**src/rtl/char_stream_normalizer.sv**
```systemverilog
// Character stream normalizer: lower-cases letters, collapses whitespace runs,
// drops non-printables and closes every text with one space tagged last.
// Output is buffered in a small FIFO; word_count tallies words started.
module char_stream_normalizer #(
    parameter int DEPTH = 8,
    parameter int AW    = 3,
    parameter int CW    = 16
) (
    input  logic          clk,
    input  logic          reset,
    input  logic [7:0]    in_data,
    input  logic          in_valid,
    input  logic          in_last,
    output logic          in_ready,
    output logic [7:0]    out_data,
    output logic          out_last,
    output logic          out_valid,
    input  logic          out_ready,
    output logic [CW-1:0] word_count
);

    typedef enum logic [1:0] {RUN, HOLD, TERM} state_t;

    state_t        state, state_nxt;
    logic          pend_ws, pend_nxt;
    logic          seen_word, seen_nxt;
    logic [7:0]    hold_char;
    logic          hold_last;
    logic          hold_ld;
    logic          wc_inc;
    logic          push;
    logic [8:0]    push_data;

    logic [8:0]    mem [DEPTH];
    logic [AW-1:0] wr_ptr, rd_ptr;
    logic [AW:0]   count;
    logic          full, accept, pop;
    logic          is_ws, is_pr;
    logic [7:0]    lc;

    assign full      = (count == (AW+1)'(DEPTH));
    assign out_valid = (count != '0);
    assign in_ready  = (state == RUN) && !full && !reset;
    assign accept    = in_valid && in_ready;
    assign pop       = out_valid && out_ready;
    assign out_data  = mem[rd_ptr][7:0];
    assign out_last  = mem[rd_ptr][8];

    assign is_ws = (in_data == 8'h20) || (in_data == 8'h09) ||
                   (in_data == 8'h0A) || (in_data == 8'h0D);
    assign is_pr = (in_data >= 8'h21) && (in_data <= 8'h7E);
    assign lc    = ((in_data >= 8'h41) && (in_data <= 8'h5A)) ? in_data + 8'h20 : in_data;

    // Next-state, push selection and control-register updates.
    always_comb begin
        state_nxt = state;
        push      = 1'b0;
        push_data = 9'h000;
        pend_nxt  = pend_ws;
        seen_nxt  = seen_word;
        hold_ld   = 1'b0;
        wc_inc    = 1'b0;
        case (state)
            RUN: begin
                if (accept) begin
                    if (in_last) state_nxt = TERM;
                    if (is_pr) begin
                        if (pend_ws) begin
                            // Emit the deferred space now, the letter next cycle.
                            push      = 1'b1;
                            push_data = {1'b0, 8'h20};
                            hold_ld   = 1'b1;
                            pend_nxt  = 1'b0;
                            state_nxt = HOLD;
                        end else begin
                            push      = 1'b1;
                            push_data = {1'b0, lc};
                            seen_nxt  = 1'b1;
                            wc_inc    = !seen_word;
                        end
                    end else if (is_ws) begin
                        // Leading whitespace never arms a pending space.
                        pend_nxt = seen_word;
                    end
                end
            end
            HOLD: begin
                if (!full) begin
                    push      = 1'b1;
                    push_data = {1'b0, hold_char};
                    wc_inc    = 1'b1;
                    state_nxt = hold_last ? TERM : RUN;
                end
            end
            TERM: begin
                if (!full) begin
                    push      = 1'b1;
                    push_data = {1'b1, 8'h20};
                    pend_nxt  = 1'b0;
                    seen_nxt  = 1'b0;
                    state_nxt = RUN;
                end
            end
            default: state_nxt = RUN;
        endcase
    end

    // FSM state register.
    always_ff @(posedge clk or posedge reset) begin
        if (reset) state <= RUN;
        else       state <= state_nxt;
    end

    // Whitespace/word tracking, held character and saturating word counter.
    always_ff @(posedge clk or posedge reset) begin
        if (reset) begin
            pend_ws    <= 1'b0;
            seen_word  <= 1'b0;
            hold_char  <= 8'h00;
            hold_last  <= 1'b0;
            word_count <= '0;
        end else begin
            pend_ws   <= pend_nxt;
            seen_word <= seen_nxt;
            if (hold_ld) begin
                hold_char <= lc;
                hold_last <= in_last;
            end
            if (wc_inc && (word_count != {CW{1'b1}}))
                word_count <= word_count + CW'(1);
        end
    end

    // FIFO pointers and occupancy; simultaneous push and pop keep count.
    always_ff @(posedge clk or posedge reset) begin
        if (reset) begin
            wr_ptr <= '0;
            rd_ptr <= '0;
            count  <= '0;
        end else begin
            if (push) wr_ptr <= wr_ptr + AW'(1);
            if (pop)  rd_ptr <= rd_ptr + AW'(1);
            case ({push, pop})
                2'b10:   count <= count + (AW+1)'(1);
                2'b01:   count <= count - (AW+1)'(1);
                default: count <= count;
            endcase
        end
    end

    // FIFO storage; contents are meaningless while empty, so no reset.
    always_ff @(posedge clk) begin
        if (push) mem[wr_ptr] <= push_data;
    end

endmodule

```
**config.mk**
```make
export PLATFORM = sky130hd
export DESIGN_NAME = char_stream_normalizer
export DESIGN_NICKNAME = d
export VERILOG_FILES = /design/src/rtl/char_stream_normalizer.sv
export SDC_FILE = /design/constraint.sdc
export NUM_CORES = 1
export LEC_CHECK = 0
export ABC_AREA = 1
export CAP_MARGIN = 20
export CORE_MARGIN = 2
export CORE_UTILIZATION = 40
export DETAILED_ROUTE_END_ITERATION = 10
export PLACE_DENSITY = 0.55
export REMOVE_ABC_BUFFERS = 1
export SYNTH_ARGS = -nofsm -noshare
export SYNTH_HDL_FRONTEND = slang
export SYNTH_SLANG_ARGS = --single-unit
```
**constraint.sdc**
```tcl
create_clock -name clk -period 2.8 [get_ports clk]
set_input_delay 0.56 -clock clk [delete_from_list [all_inputs] [get_ports clk]]
set_output_delay 0.56 -clock clk [all_outputs]
set_load 0.02 [all_outputs]
```
* Word level (Yosys, flattened, before mapping)
Memories as Yosys holds them, arrays and structs flattened.
Cells that the tools add are included.
** Operators by class
- Add/subtract/negate cells :: 6
- Order comparisons :: 4
- Equal/unequal tests :: 16
- Multiplexer cells :: 39
- Reductions and logical operators :: 21
** Operators with widths (count)
- 8-bit 2-to-1 mux :: 5
- 9-bit case mux with 3 select lines :: 1
- 8-bit by 4-bit equality test with 1-bit output (second input constant) :: 3
- 1-bit 2-to-1 mux :: 19
- 16-bit by 1-bit adder with 16-bit output (second input constant) :: 1
- 8-bit by 7-bit less-or-equal comparator with 1-bit output (second input constant) :: 2
- 16-bit != test (second input constant) :: 1
- 2-bit 2-to-1 mux :: 7
- 2-bit != test (second input constant) :: 5
- 9-bit 2-to-1 mux :: 1
- 8-bit by 6-bit adder with 8-bit output (second input constant) :: 1
- 8-bit by 6-bit equality test with 1-bit output (second input constant) :: 1
- 8-bit by 6-bit >= comparator with 1-bit output (second input constant) :: 1
- 8-bit by 7-bit >= comparator with 1-bit output (second input constant) :: 1
- 1-bit case mux with 2 select lines :: 4
- 4-bit case mux with 2 select lines :: 1
- 1-bit logical AND :: 7
- 3-bit by 1-bit adder with 3-bit output (second input constant) :: 2
- 2-bit case mux with 3 select lines :: 1
- 5-bit AND reduction :: 1
- 4-bit by 1-bit adder with 4-bit output (second input constant) :: 1
- 2-bit by 1-bit equality test with 1-bit output (second input constant) :: 2
- 2-bit equality test (second input constant) :: 2
- 4-bit equality test (second input constant) :: 1
- 10 further kinds :: 15
** Storage, ports and cells
- Bits in registers :: 39
- Memory bits (writable) :: 72
- Input bits :: 13
- Output and inout bits :: 27
- Word-level logic and storage cells :: 96
- Memories kept :: 1
** Memories
- mem :: depth 8, bits a word 9, rd ports 1, clocked after memory_dff 0, wr ports 1, line 34 : logic [8:0] mem [DEPTH];

* Longest topological paths before layout
- Word-level depth :: 9
- Gate-level depth with buffers :: 15
- Gate-level depth less buffers :: 15

* Worst setup path before layout
OpenSTA, ideal clock, no wires.
- Kind :: flip-flop to flip-flop
- From :: register state[0]
- To :: register count[1]
- Library setup time :: 125 ps
- Data arrival time :: 2395 ps
- Data required time :: 2675 ps
- Path slack :: 280 ps
- Cell stages (with the launch flop) :: 14
- Path buffers :: 0
- Period minus slack after synthesis :: 2520 ps
- Cell sequence :: dfrtp_1 > inv_1 > ha_1 > inv_1 > nor2_1 > nand2_1 > nor2_2 > nand3_1 > nand2_1 > nand2_2 > ha_1 > xor2_1 > ha_1 > mux2_2
** On the way
- Cells in the longest elaborated chain, start to end :: 8
- Elaborated cells on any way between the ends :: 13
- Those cells by class :: 4 x eq/ne; 3 x mux; 6 x reduce/logical
** RTL lines
- start: declaration :: line 24 : state_t state, state_nxt;
- start signal: assignment :: line 111 : else state <= state_nxt;
- 2-bit logical NOT :: line 43, 63
- 1-bit logical AND (2 in series) :: line 43 : assign in_ready = (state == RUN) && !full && !reset;
- 1-bit logical AND :: line 44 : assign accept = in_valid && in_ready;
- 1-bit 2-to-1 mux :: line 65 : if (accept) begin
- 1-bit case mux with 2 select lines * :: line 63 : case (state)
- 2-bit by 1-bit equality test with 1-bit output / 2-bit equality test (equally long branches) :: line 143 : case ({push, pop})
- 4-bit case mux with 2 select lines / 2-bit nonzero test (equally long branches)
- end signal: assignment :: line 144 : 2'b10: count <= count + (AW+1)'(1);
- end signal: assignment :: line 145 : 2'b01: count <= count - (AW+1)'(1);
- end signal: assignment :: line 146 : default: count <= count;
- end: declaration :: line 36 : logic [AW:0] count;
Every way passes the cells marked *; elsewhere a longest branch is shown, timed or not.
A chain may end at the register's enable or synchronous reset.

* Final worst setup path
- From :: register rd_ptr[1]
- To :: output port out_data[0]
** On the way
- Cells in the longest elaborated chain, start to end :: 1
** RTL lines
- start: declaration :: line 35 : logic [AW-1:0] wr_ptr, rd_ptr;
- start signal: assignment :: line 142 : if (pop) rd_ptr <= rd_ptr + AW'(1);
- memory read 8 x 9 bit
- end: declaration :: line 15 : output logic [7:0] out_data,
No other way between the ends.

==> results.tsv <==
metric	value	unit
antenna_found_initial	0	
fp.dieW	121	um
place.detailed.hpwl	8480	um
grt_max_degree	40	
drtIter0Drc	325	
drv_slew	0	
core	13300	um^2
grtUsageTotal	17.9	%
synth_edf_count	72	
intPower	0.00417	W
regArea	3140	um^2
hold_start	hold_char[3]$_DFFE_PP0P_	
maxSlewHeadroom	66.1	%
rows	42	
seqPwrFrac	36.6	%
synth_commonest_cells	162 x nand2_1, 87 x nor2_1, 72 x edfxtp_1	
synth_area	5450	um^2
clk_latency	360	ps
synth_most_common_cell	nand2_1	
ant_nets	0	
total_power	0.00653	W
hold_violations	0	
dieHeight	121	um
min_to	hold_char[3]$_DFFE_PP0P_	
grt_overflow	0	
setup_violations	0	
dp_cells	829	
dr.pass1.iters	6	
cap_violations	0	
numPortBuffers	39	
ys_seq_elements	111	
seq_area_frac_synth	57.6	%
rrSetupSlack	250	ps
min_period_over_period	96.0	%
fin_nets	689	
r2r-end	count[2]$_DFFE_PP0P_	
yosys.area.top_type_share	39.7	%
synth_cells	579	
ir_drop	0.000446	V
rr_startpoint	state[1]$_DFFE_PP0P_	
start_util	41.0	%
cpPeakStageDelay	590	ps
clockBufferDepth	2	
p_sw_share	36.1	%
p_clk_share	22.5	%
tightest_slew	509	ps
syn_avg_cell_area	9.42	um^2
ys.warnings.count	0	
grt_first_pass_wirelength	20200	um
grt_pass1_vias	4015	
cp.arrival	2130	ps
end_kind	output port	
finClkSkew	7.61	ps
critPathMaxFanout	19	
route.detailed.drc	0	
fin_crit	2690	ps
clk_pin_slew_worst_paths	70	ps
hp-class	reg -> reg	
yosys.area.top_type	edfxtp_1	
cts_buffers	9	
cts_sinks	111	
startpoint_type	flop	
post_drt_wl_per_cell	14.4	um
netlist_top_cells_area	edfxtp_1 40%, dfrtp_1 18%, nand2_1 11%	
cts_root_buf	clkbuf_16	
yosys_most_used_dff	edfxtp_1	
drt_wl_total	12100	um
htree_levels	3	
slowest_stage	clkdlybuf4s50_1	
instances_no_fill	845	
diodes	0	
cts_tree	yes	
drive_gt1_share	13.9	%
status	finished, final reports clean	
vias_per_cell	4.97	
postCtsSetupRepairBufs	0	
gp_congestion	0.841	
p_switching	0.00236	W
path_class	reg -> out	
die_area	14600	um^2
area_growth_syn_to_layout	24.6	%
async_flop_share	35.1	%
p_leak	2.92	nW
rsz0062_at_grt	no	
pwr_density_cell	962	nW/um^2
reg2reg_depth	15	
fillers	1244	
multiInputGateArea	2100	um^2
combPwrFrac	40.9	%
vias	4202	
num_io_pins	40	
path_cells	buf_4 > buf_4 > o32ai_1 > nand2_1 > nand2_1 > clkdlybuf4s50_1	
cp_data_required_time	2240	ps
ys_types	34	
max_freq	372	MHz
whs_path_depth	2	
==> state kept, by name (all words and copies together), names as in the netlist <==
signal      cells
count           4
hold_char       8
hold_last       1
mem            72
pend_ws         1
rd_ptr          3
seen_word       1
state           2
word_count     16
wr_ptr          3
==> kinds of logic after synthesis <==
logic type                 count (synthesis)  synth area share (%)
xor gates and xnor gates                  19                  3.05
and+or+nand+nor                          309                  24.3
DFF                                      111                  57.6
adders and majority gates                 12                  2.75
muxes                                      1                 0.207
AOI/OAI and AO/OA                         67                  7.73
buffers and inverters                     60                  4.36
==> placed cells by master, fill, tap and decap left out, drive strengths merged <==
cell	Yosys	final
nand2	166	166
nor2	89	89
edfxtp	72	72
buf	13	52
inv	42	43
nand3	40	40
dfrtp	39	39
clkdlybuf4s50	0	33
o21ai	30	30
o32ai	18	18
a21oi	16	16
ha	12	12
xor2	11	11
clkbuf	4	9
xnor2	8	8
nor3	8	8
dlymetal6s2s	0	6
nand4	6	6
bufinv	0	3
clkinv	1	2
clkinvlp	0	2
o21a	1	1
o311ai	1	1
o22ai	1	1
mux2	1	1
==> worst max path at each step <==
stage,from,to,slack [ps],depth (start not counted)
2_1_floorplan,state[0]$_DFFE_PP0P_,count[1]$_DFFE_PP0P_,280,13
3_3_place_gp,in_data[5],count[1]$_DFFE_PP0P_,-90,12
3_5_place_dp,in_data[5],count[2]$_DFFE_PP0P_,-180,14
4_1_cts,rd_ptr[0]$_DFFE_PP0P_,out_data[3],30,7
5_1_grt,rd_ptr[0]$_DFFE_PP0P_,out_data[0],4,7
6_report,rd_ptr[1]$_DFFE_PP0P_,out_data[0],110,6
==> layout make-up <==
type | count | area share (%)
inverter | 43 | 2.41
clock inverter | 7 | 1.77
tap | 176 | 3.24
timing repair buffer | 91 | 12.1
sequential | 111 | 46.2
clock buffer | 9 | 3.32
multi-input combinational | 408 | 30.9
==> through the flow <==
stage | util [%] | area [um^2] | setup TNS [ps] | setup WS (ps) | hold slack, ps
after floorplan | - | 5380 | 0 | 280 | 449
after global placement | 48.1 | 6400 | -187 | -92.9 | 464
after detailed placement | 48.1 | 6400 | -477 | -179 | 466
after CTS | 50.8 | 6750 | 0 | 33.4 | 487
after global routing | 51.1 | 6790 | 0 | 3.54 | 532
final | 51.1 | 6790 | 0 | 111 | 485
==> worst max-delay path, delay by kind of cell (launching register included) <==
kind	cells	cell delay, ps
buf+inv	3	950
flops	1	380
simple gates	2	160
compound gates	1	270
==> power by group through the flow <==
stage	sequential (W)	clock [W]	combinational, W
final	0.00239	0.00147	0.00267
after global routing	0.00243	0.00157	0.00298
after CTS	0.00239	0.00150	0.00270
after detailed placement	0.00242	0	0.00268
after global placement	0.00241	0	0.00264
after floorplan	0.00249	0	0.00146
==> routing by layer <==
layer,up-vias,share of wire (%),global-route usage [%]
met5,-,0,0
met4,0,1.3,6.25
met3,10,2.7,3.68
met2,72,47,28.1
met1,2007,48,24.7
li1,2113,-,-
==> timing repair <==
item | in CTS | in global routing
endpoints found under the setup margin | 2 | 9
hold endpoints to repair | 0 | 0
pin swaps | 0 | 0
resized for setup | 2 | 12
hold buffers | 0 | 0
Power figures use the tool's default switching activity.
